## src/rtl/metropolis_judge.sv

```systemverilog
// Metropolis acceptance judge for one replica.
// Accepts a proposed move iff delta <= 0 or beta*delta < -ln(r/2^32). The
// product is formed by a bit-serial shift-add multiplier and the log term by
// a leading-zero count plus a 16-entry mantissa LUT, both in Q.FRAC.
// Ports:
//   clk, reset        clock, synchronous active-high reset
//   start             request pulse, taken only while idle
//   delta_dist        signed move delta (integer distance units)
//   beta              unsigned inverse temperature, Q(BW-FRAC).FRAC
//   r_metropolis      32-bit uniform random draw
//   clr_cnt           synchronous clear of accept_cnt
//   busy              decision in progress (not asserted in the result cycle)
//   valid             one-cycle result strobe
//   accept            decision, held until the next valid
//   accept_cnt        wrapping count of accepted decisions
module metropolis_judge #(
    parameter int unsigned DW   = 24,
    parameter int unsigned BW   = 16,
    parameter int unsigned FRAC = 12,
    parameter int unsigned XW   = 32
) (
    input  logic                 clk,
    input  logic                 reset,
    input  logic                 start,
    input  logic signed [DW-1:0] delta_dist,
    input  logic        [BW-1:0] beta,
    input  logic        [31:0]   r_metropolis,
    input  logic                 clr_cnt,
    output logic                 busy,
    output logic                 valid,
    output logic                 accept,
    output logic        [31:0]   accept_cnt
);

    localparam int unsigned RW  = 32;                 // random word width
    localparam int unsigned LW  = 18;                 // -ln(r) width, Q.FRAC
    localparam int unsigned CW  = $clog2(BW + 1);     // iteration counter width
    localparam int unsigned MW  = DW - 1;             // magnitude of positive delta
    localparam int unsigned PW  = XW + 2;             // headroom for 2x + delta
    // round(ln2 * 2^FRAC); the LUT below is likewise tabulated for FRAC = 12
    localparam int unsigned LN2 = 2839;
    localparam logic [XW-1:0] XMAX = {XW{1'b1}};

    typedef enum logic [2:0] {
        IDLE,
        MUL,
        LOG,
        CMP,
        DONE
    } state_e;

    state_e          state_q, state_d;
    logic [MW-1:0]   mag_q, mag_d;
    logic [BW-1:0]   beta_q, beta_d;
    logic [RW-1:0]   r_q, r_d;
    logic [XW-1:0]   x_q, x_d;
    logic [CW-1:0]   iter_q, iter_d;
    logic [LW-1:0]   nlog_q, nlog_d;
    logic            inf_q, inf_d;
    logic            accept_q, accept_d;
    logic            valid_q, valid_d;
    logic            busy_q, busy_d;
    logic [31:0]     accept_cnt_q, accept_cnt_d;

    logic [PW-1:0]   mul_sum;
    logic [4:0]      lz_c;
    logic            found_c;
    logic [RW-1:0]   norm_c;
    logic [3:0]      f_c;
    logic [LW-1:0]   nlog_c;

    // round(ln(1 + i/16) * 2^12)
    function automatic logic [LW-1:0] ln_lut(input logic [3:0] i);
        logic [LW-1:0] v;
        case (i)
            4'd0:    v = LW'(0);
            4'd1:    v = LW'(248);
            4'd2:    v = LW'(482);
            4'd3:    v = LW'(704);
            4'd4:    v = LW'(914);
            4'd5:    v = LW'(1114);
            4'd6:    v = LW'(1304);
            4'd7:    v = LW'(1486);
            4'd8:    v = LW'(1661);
            4'd9:    v = LW'(1828);
            4'd10:   v = LW'(1989);
            4'd11:   v = LW'(2143);
            4'd12:   v = LW'(2292);
            4'd13:   v = LW'(2436);
            4'd14:   v = LW'(2575);
            default: v = LW'(2709);
        endcase
        return v;
    endfunction

    // -ln(r/2^32) = (lz+1)*ln2 - ln(1.f); normalising r puts f just below bit 31
    always_comb begin
        lz_c    = '0;
        found_c = 1'b0;
        for (int i = RW - 1; i >= 0; i--) begin
            if (!found_c && r_q[i]) begin
                lz_c    = 5'(RW - 1 - i);
                found_c = 1'b1;
            end
        end
        norm_c = r_q << lz_c;
        f_c    = 4'(norm_c >> (RW - 5));
        nlog_c = LW'((32'(lz_c) + 32'd1) * 32'(LN2)) - ln_lut(f_c);
    end

    // Next-state and datapath
    always_comb begin
        state_d  = state_q;
        mag_d    = mag_q;
        beta_d   = beta_q;
        r_d      = r_q;
        x_d      = x_q;
        iter_d   = iter_q;
        nlog_d   = nlog_q;
        inf_d    = inf_q;
        accept_d = accept_q;
        mul_sum  = '0;

        case (state_q)
            IDLE: begin
                if (start) begin
                    mag_d  = delta_dist[MW-1:0];
                    beta_d = beta;
                    r_d    = r_metropolis;
                    if (delta_dist[DW-1] || (delta_dist == '0)) begin
                        state_d  = DONE;
                        accept_d = 1'b1;
                    end else begin
                        state_d = MUL;
                        x_d     = '0;
                        iter_d  = CW'(BW);
                    end
                end
            end
            MUL: begin
                // MSB-first: x = 2x + bit*delta; saturation is sticky since 2*XMAX > XMAX
                mul_sum = PW'({x_q, 1'b0}) + (beta_q[BW-1] ? PW'(mag_q) : '0);
                x_d     = (mul_sum > PW'(XMAX)) ? XMAX : XW'(mul_sum);
                beta_d  = beta_q << 1;
                iter_d  = iter_q - CW'(1);
                if (iter_d == '0) begin
                    state_d = LOG;
                end
            end
            LOG: begin
                nlog_d  = nlog_c;
                inf_d   = (r_q == '0);
                state_d = CMP;
            end
            CMP: begin
                accept_d = inf_q | (x_q < XW'(nlog_q));
                state_d  = DONE;
            end
            DONE: begin
                state_d = IDLE;
            end
            default: begin
                state_d = IDLE;
            end
        endcase
    end

    // Registered strobes; the count bumps on entry to DONE so it is current with valid
    always_comb begin
        valid_d = (state_d == DONE);
        busy_d  = (state_d == MUL) || (state_d == LOG) || (state_d == CMP);
        if (clr_cnt) begin
            accept_cnt_d = '0;
        end else if ((state_d == DONE) && accept_d) begin
            accept_cnt_d = accept_cnt_q + 32'd1;
        end else begin
            accept_cnt_d = accept_cnt_q;
        end
    end

    // State register
    always_ff @(posedge clk) begin
        if (reset) begin
            state_q      <= IDLE;
            mag_q        <= '0;
            beta_q       <= '0;
            r_q          <= '0;
            x_q          <= '0;
            iter_q       <= '0;
            nlog_q       <= '0;
            inf_q        <= 1'b0;
            accept_q     <= 1'b0;
            valid_q      <= 1'b0;
            busy_q       <= 1'b0;
            accept_cnt_q <= '0;
        end else begin
            state_q      <= state_d;
            mag_q        <= mag_d;
            beta_q       <= beta_d;
            r_q          <= r_d;
            x_q          <= x_d;
            iter_q       <= iter_d;
            nlog_q       <= nlog_d;
            inf_q        <= inf_d;
            accept_q     <= accept_d;
            valid_q      <= valid_d;
            busy_q       <= busy_d;
            accept_cnt_q <= accept_cnt_d;
        end
    end

    assign busy       = busy_q;
    assign valid      = valid_q;
    assign accept     = accept_q;
    assign accept_cnt = accept_cnt_q;

endmodule

```

## config.mk

```make
export PLATFORM = sky130hd
export DESIGN_NAME = metropolis_judge
export DESIGN_NICKNAME = d
export VERILOG_FILES = /design/src/rtl/metropolis_judge.sv
export SDC_FILE = /design/constraint.sdc
export NUM_CORES = 1
export LEC_CHECK = 0
export ABC_AREA = 1
export BUFFER_PORTS_ARGS = -buffer_cell sky130_fd_sc_hd__buf_2
export CORE_MARGIN = 2
export CORE_UTILIZATION = 45
export CTS_BUF_LIST = sky130_fd_sc_hd__clkbuf_2
export DETAILED_ROUTE_END_ITERATION = 12
export PLACE_DENSITY = 0.62
export SETUP_SLACK_MARGIN = 0.15
export SYNTH_ARGS = -nofsm -noshare
export SYNTH_HDL_FRONTEND = slang
export SYNTH_SLANG_ARGS = --single-unit
```

## constraint.sdc

```tcl
create_clock -name clk -period 16.5 [get_ports clk]
set_input_delay 1.65 -clock clk [delete_from_list [all_inputs] [get_ports clk]]
set_output_delay 1.65 -clock clk [all_outputs]
set_load 0.03 [all_outputs]
```

==> key figures <==
Floorplan
  • Initial Util: 46.0%
  • Die area: 29,100 um^2
  • Core ar.: 27,100 um^2
  • Io pins: 111
  • Die Span X: 171 um
  • Rows: 60
  • DIE HEIGHT: 171 um

Routing
  • Vias: 12,100
  • Via density: 5.29
  • Routed WL: 33.1 mm
  • Drt pass-1 iters: 6
  • WL/cell: 14.5 um
  • Detail Route Antenna Nets: 0
  • 1st-iter DRT viols: 836
  • DRC viols: 0

Global route
  • GR Util met2: 39.6%
  • GR Util All Layers: 23.1%
  • First-pass GRT wire length: 55.4 mm
  • Vias in the first global route: 11,500
  • Most crowded layer after global routing: met2
  • Total congestion overflow: 0
  • GR Util met3: 3.05%
  • Grt met1 use: just over 30%
  • Initial antenna violation count: 1
  • Pin count of the biggest net entering global routing: 64

Logic synthesis
  • Yosys top cell area share: between 20% and 30%
  • Synth unique cells: 52
  • Synth Area in Compound Gates: 15.9%
  • Synth Area in Simple Gates: roughly 28%
  • Main combinational cell family by area after synthesis: simple AND/OR/NAND/NOR gates
  • Sequential-to-total area share from yosys stat: 26.5%
  • Ys Warns: 0
  • Synth Area in XOR/XNOR: approximately 5.3%
  • Top_reg_cell synth: dfxtp_1
  • Syn Inst Count: 1,843
  • Post-synthesis mux area share: 0%
  • Post-Synth Adder-Cell Area: between 10% and 20%
  • Fraction of registers with async set/reset: 0%
  • Dominant cell type by area after synthesis: dfxtp_1
  • Synthesized area: roughly 12,000 um^2
  • Area contributors post-synth: dfxtp_1 26%, nand2_1 13%, ha_1 10%
  • Mapped Nets: 2,043
  • Syn_area_per_cell: 6.77 um^2
  • Register bit total from synthesis: between 150 and 200
  • Post-synth EDFFs: 0

Timing
  • Fmax: around 0.12 GHz
  • RSZ-0062 raised after global routing: no
  • Minimum clock period: 8.38 ns
  • Setup Skew: 0.0689 ns
  • Final Hold Vio Count: 0
  • Max transition margin: 26.2%
  • Final TNS setup: 0 ns
  • Final Setup Violations: 0
  • Final Cycle Share: 50.8%
  • Max Slew Vio Count: 0
  • Actual slew at the worst max-slew pin: ~1.1 ns

Setup path
  • Most frequent cell on the critical path: nand3_1
  • Crit path kind: flip-flop to flip-flop
  • Crit. End Element: flip-flop
  • Largest fanout on the critical path: 37
  • Startpoint class of the critical path: flip-flop
  • Arr. time, crit path: 9.05 ns
  • CP max stage cell: nand3_4
  • Critical Path RT: roughly 17 ns
  • Max incr delay on CP: approximately 0.63 ns

Clock network
  • Cts bufs inserted: 17
  • H-tree depth: 4
  • TritonCTS Sinks: 165
  • # hold bufs at CTS: 0
  • CTS tree: done
  • Clk root buf: clkbuf_2
  • Clk buf depth: 2
  • Worst skew pair latency: between 0.7 and 0.8 ns
  • Clock transition at path regs: 0.29 ns
  • Post-cts sizing count: 0
  • Post-CTS Setup Inserts: 0

Final layout
  • Most frequent cells in the layout: 416 x nand2_1, 228 x inv_1, 204 x a21oi_1
  • Final nets: ~2,100
  • Utilization after layout: 49.4%
  • Most common cell after layout, fill and taps aside: nand2_1
  • Layout cells sized above 1: 9.76%
  • Synth-to-layout area growth: 7.37%

Pwr
  • Design Power: 2310 uW
  • Power Density: 173 nW/um^2
  • Maximum VDD drop: 232 uV
  • P_leak: 0.00611 uW

Hold path
  • Hold crit path type: flip-flop to flip-flop

Placement
  • PortBufs: 110
  • RD Place Congestion: between 0.9 and 1
  • HPWL Detailed: 25.0 mm

Outcome
  • Outcome: complete, no violations

Flow run
  • Max Cap Viol: 0
-- per-layer routing --
layer / share of wire, % / up-vias / wire length [um]
li1: - / 6209 / -
met5: 0 / - / 0
met1: 47 / 5544 / 15700
met4: 1.6 / 0 / 521
met3: 4.4 / 37 / 1450
met2: 47 / 314 / 15400
-- final timing paths --
path                        endpoint                   start  cells past startpoint  slack, ns
max          nlog_q[14]$_SDFFE_PP0N_    r_q[24]$_SDFFE_PP0P_                     39       8.12
min           iter_q[3]$_SDFFE_PP0P_  iter_q[3]$_SDFFE_PP0P_                      2       0.48
max reg2reg  nlog_q[14]$_SDFFE_PP0N_    r_q[24]$_SDFFE_PP0P_                     39       8.12
min reg2reg   iter_q[3]$_SDFFE_PP0P_  iter_q[3]$_SDFFE_PP0P_                      2       0.48
-- synth_stat cells, drive strengths merged, types with 2 or more instances --
cell type	number
xor2	58
nand2	425
o21bai	8
dfxtp	165
nor2	114
fa	23
o31ai	5
nand3	155
o22ai	2
o21ai	113
inv	232
o221ai	2
nor3b	2
a21oi	206
nand3b	3
o21a	2
nor3	31
buf	18
nand4	43
o211ai	2
a41o	2
and2	2
xnor2	18
clkinv	6
ha	101
nor4	15
a31oi	23
or2	3
clkbuf	57
-- worst max-delay path: cells and delay by family, from the launching register on --
| kind | cells | cell delay [ns] |
|---|---|---|
| AND/OR/NAND/NOR | 22 | 3.60 |
| flip-flops | 1 | 0.41 |
| XOR/XNOR | 1 | 0.13 |
| adder cells (fa/ha/maj) | 6 | 2.52 |
| AO/OA/AOI/OAI | 8 | 1.42 |
| buffers and inverters | 2 | 0.16 |
-- power breakdown --
| group | switching (uW) | internal, uW |
|---|---|---|
| combinational | 1020 | 659 |
| sequential | 14.6 | 417 |
| clock | 163 | 44.7 |
| total | 1190 | 1120 |
-- layout make-up --
class | count | area [um^2]
antenna | 1 | 2.50
clock buffer | 18 | 90.1
clock inverter | 14 | 113
fill | 2862 | 13700
inverter | 238 | 896
multi-input combinational | 1365 | 7930
sequential | 165 | 3300
tap | 372 | 465
timing repair buffer | 116 | 596
-- logic make-up (layout without fill, tap and decap cells) --
kind of cell	count (synthesis)	in the layout
AOI/OAI and AO/OA	371	371
and+or+nand+nor	794	794
xor gates and xnor gates	76	76
adders and majority gates	124	124
other	0	1
DFF	165	165
buffers and inverters	313	386
-- registers in the layout, indices dropped and copies added, names as in the netlist, 3 cells and up --
name / count
iter_q: 5
r_q: 32
x_q: 32
accept_cnt: 32
state_q: 3
beta_q: 16
mag_q: 23
nlog_q: 18
-- through the flow --
step	area (um^2)	std cells	worst slack, ns	hold slack (ns)
floorplan	12500	1843	9.75	0.425
global placement	13200	2256	8.47	0.438
detailed placement	13200	2256	8.29	0.454
CTS	13400	2288	8.22	0.450
global route	13400	2289	7.26	0.484
finish	13400	2289	8.12	0.479
(Power assumes the default switching activity.)
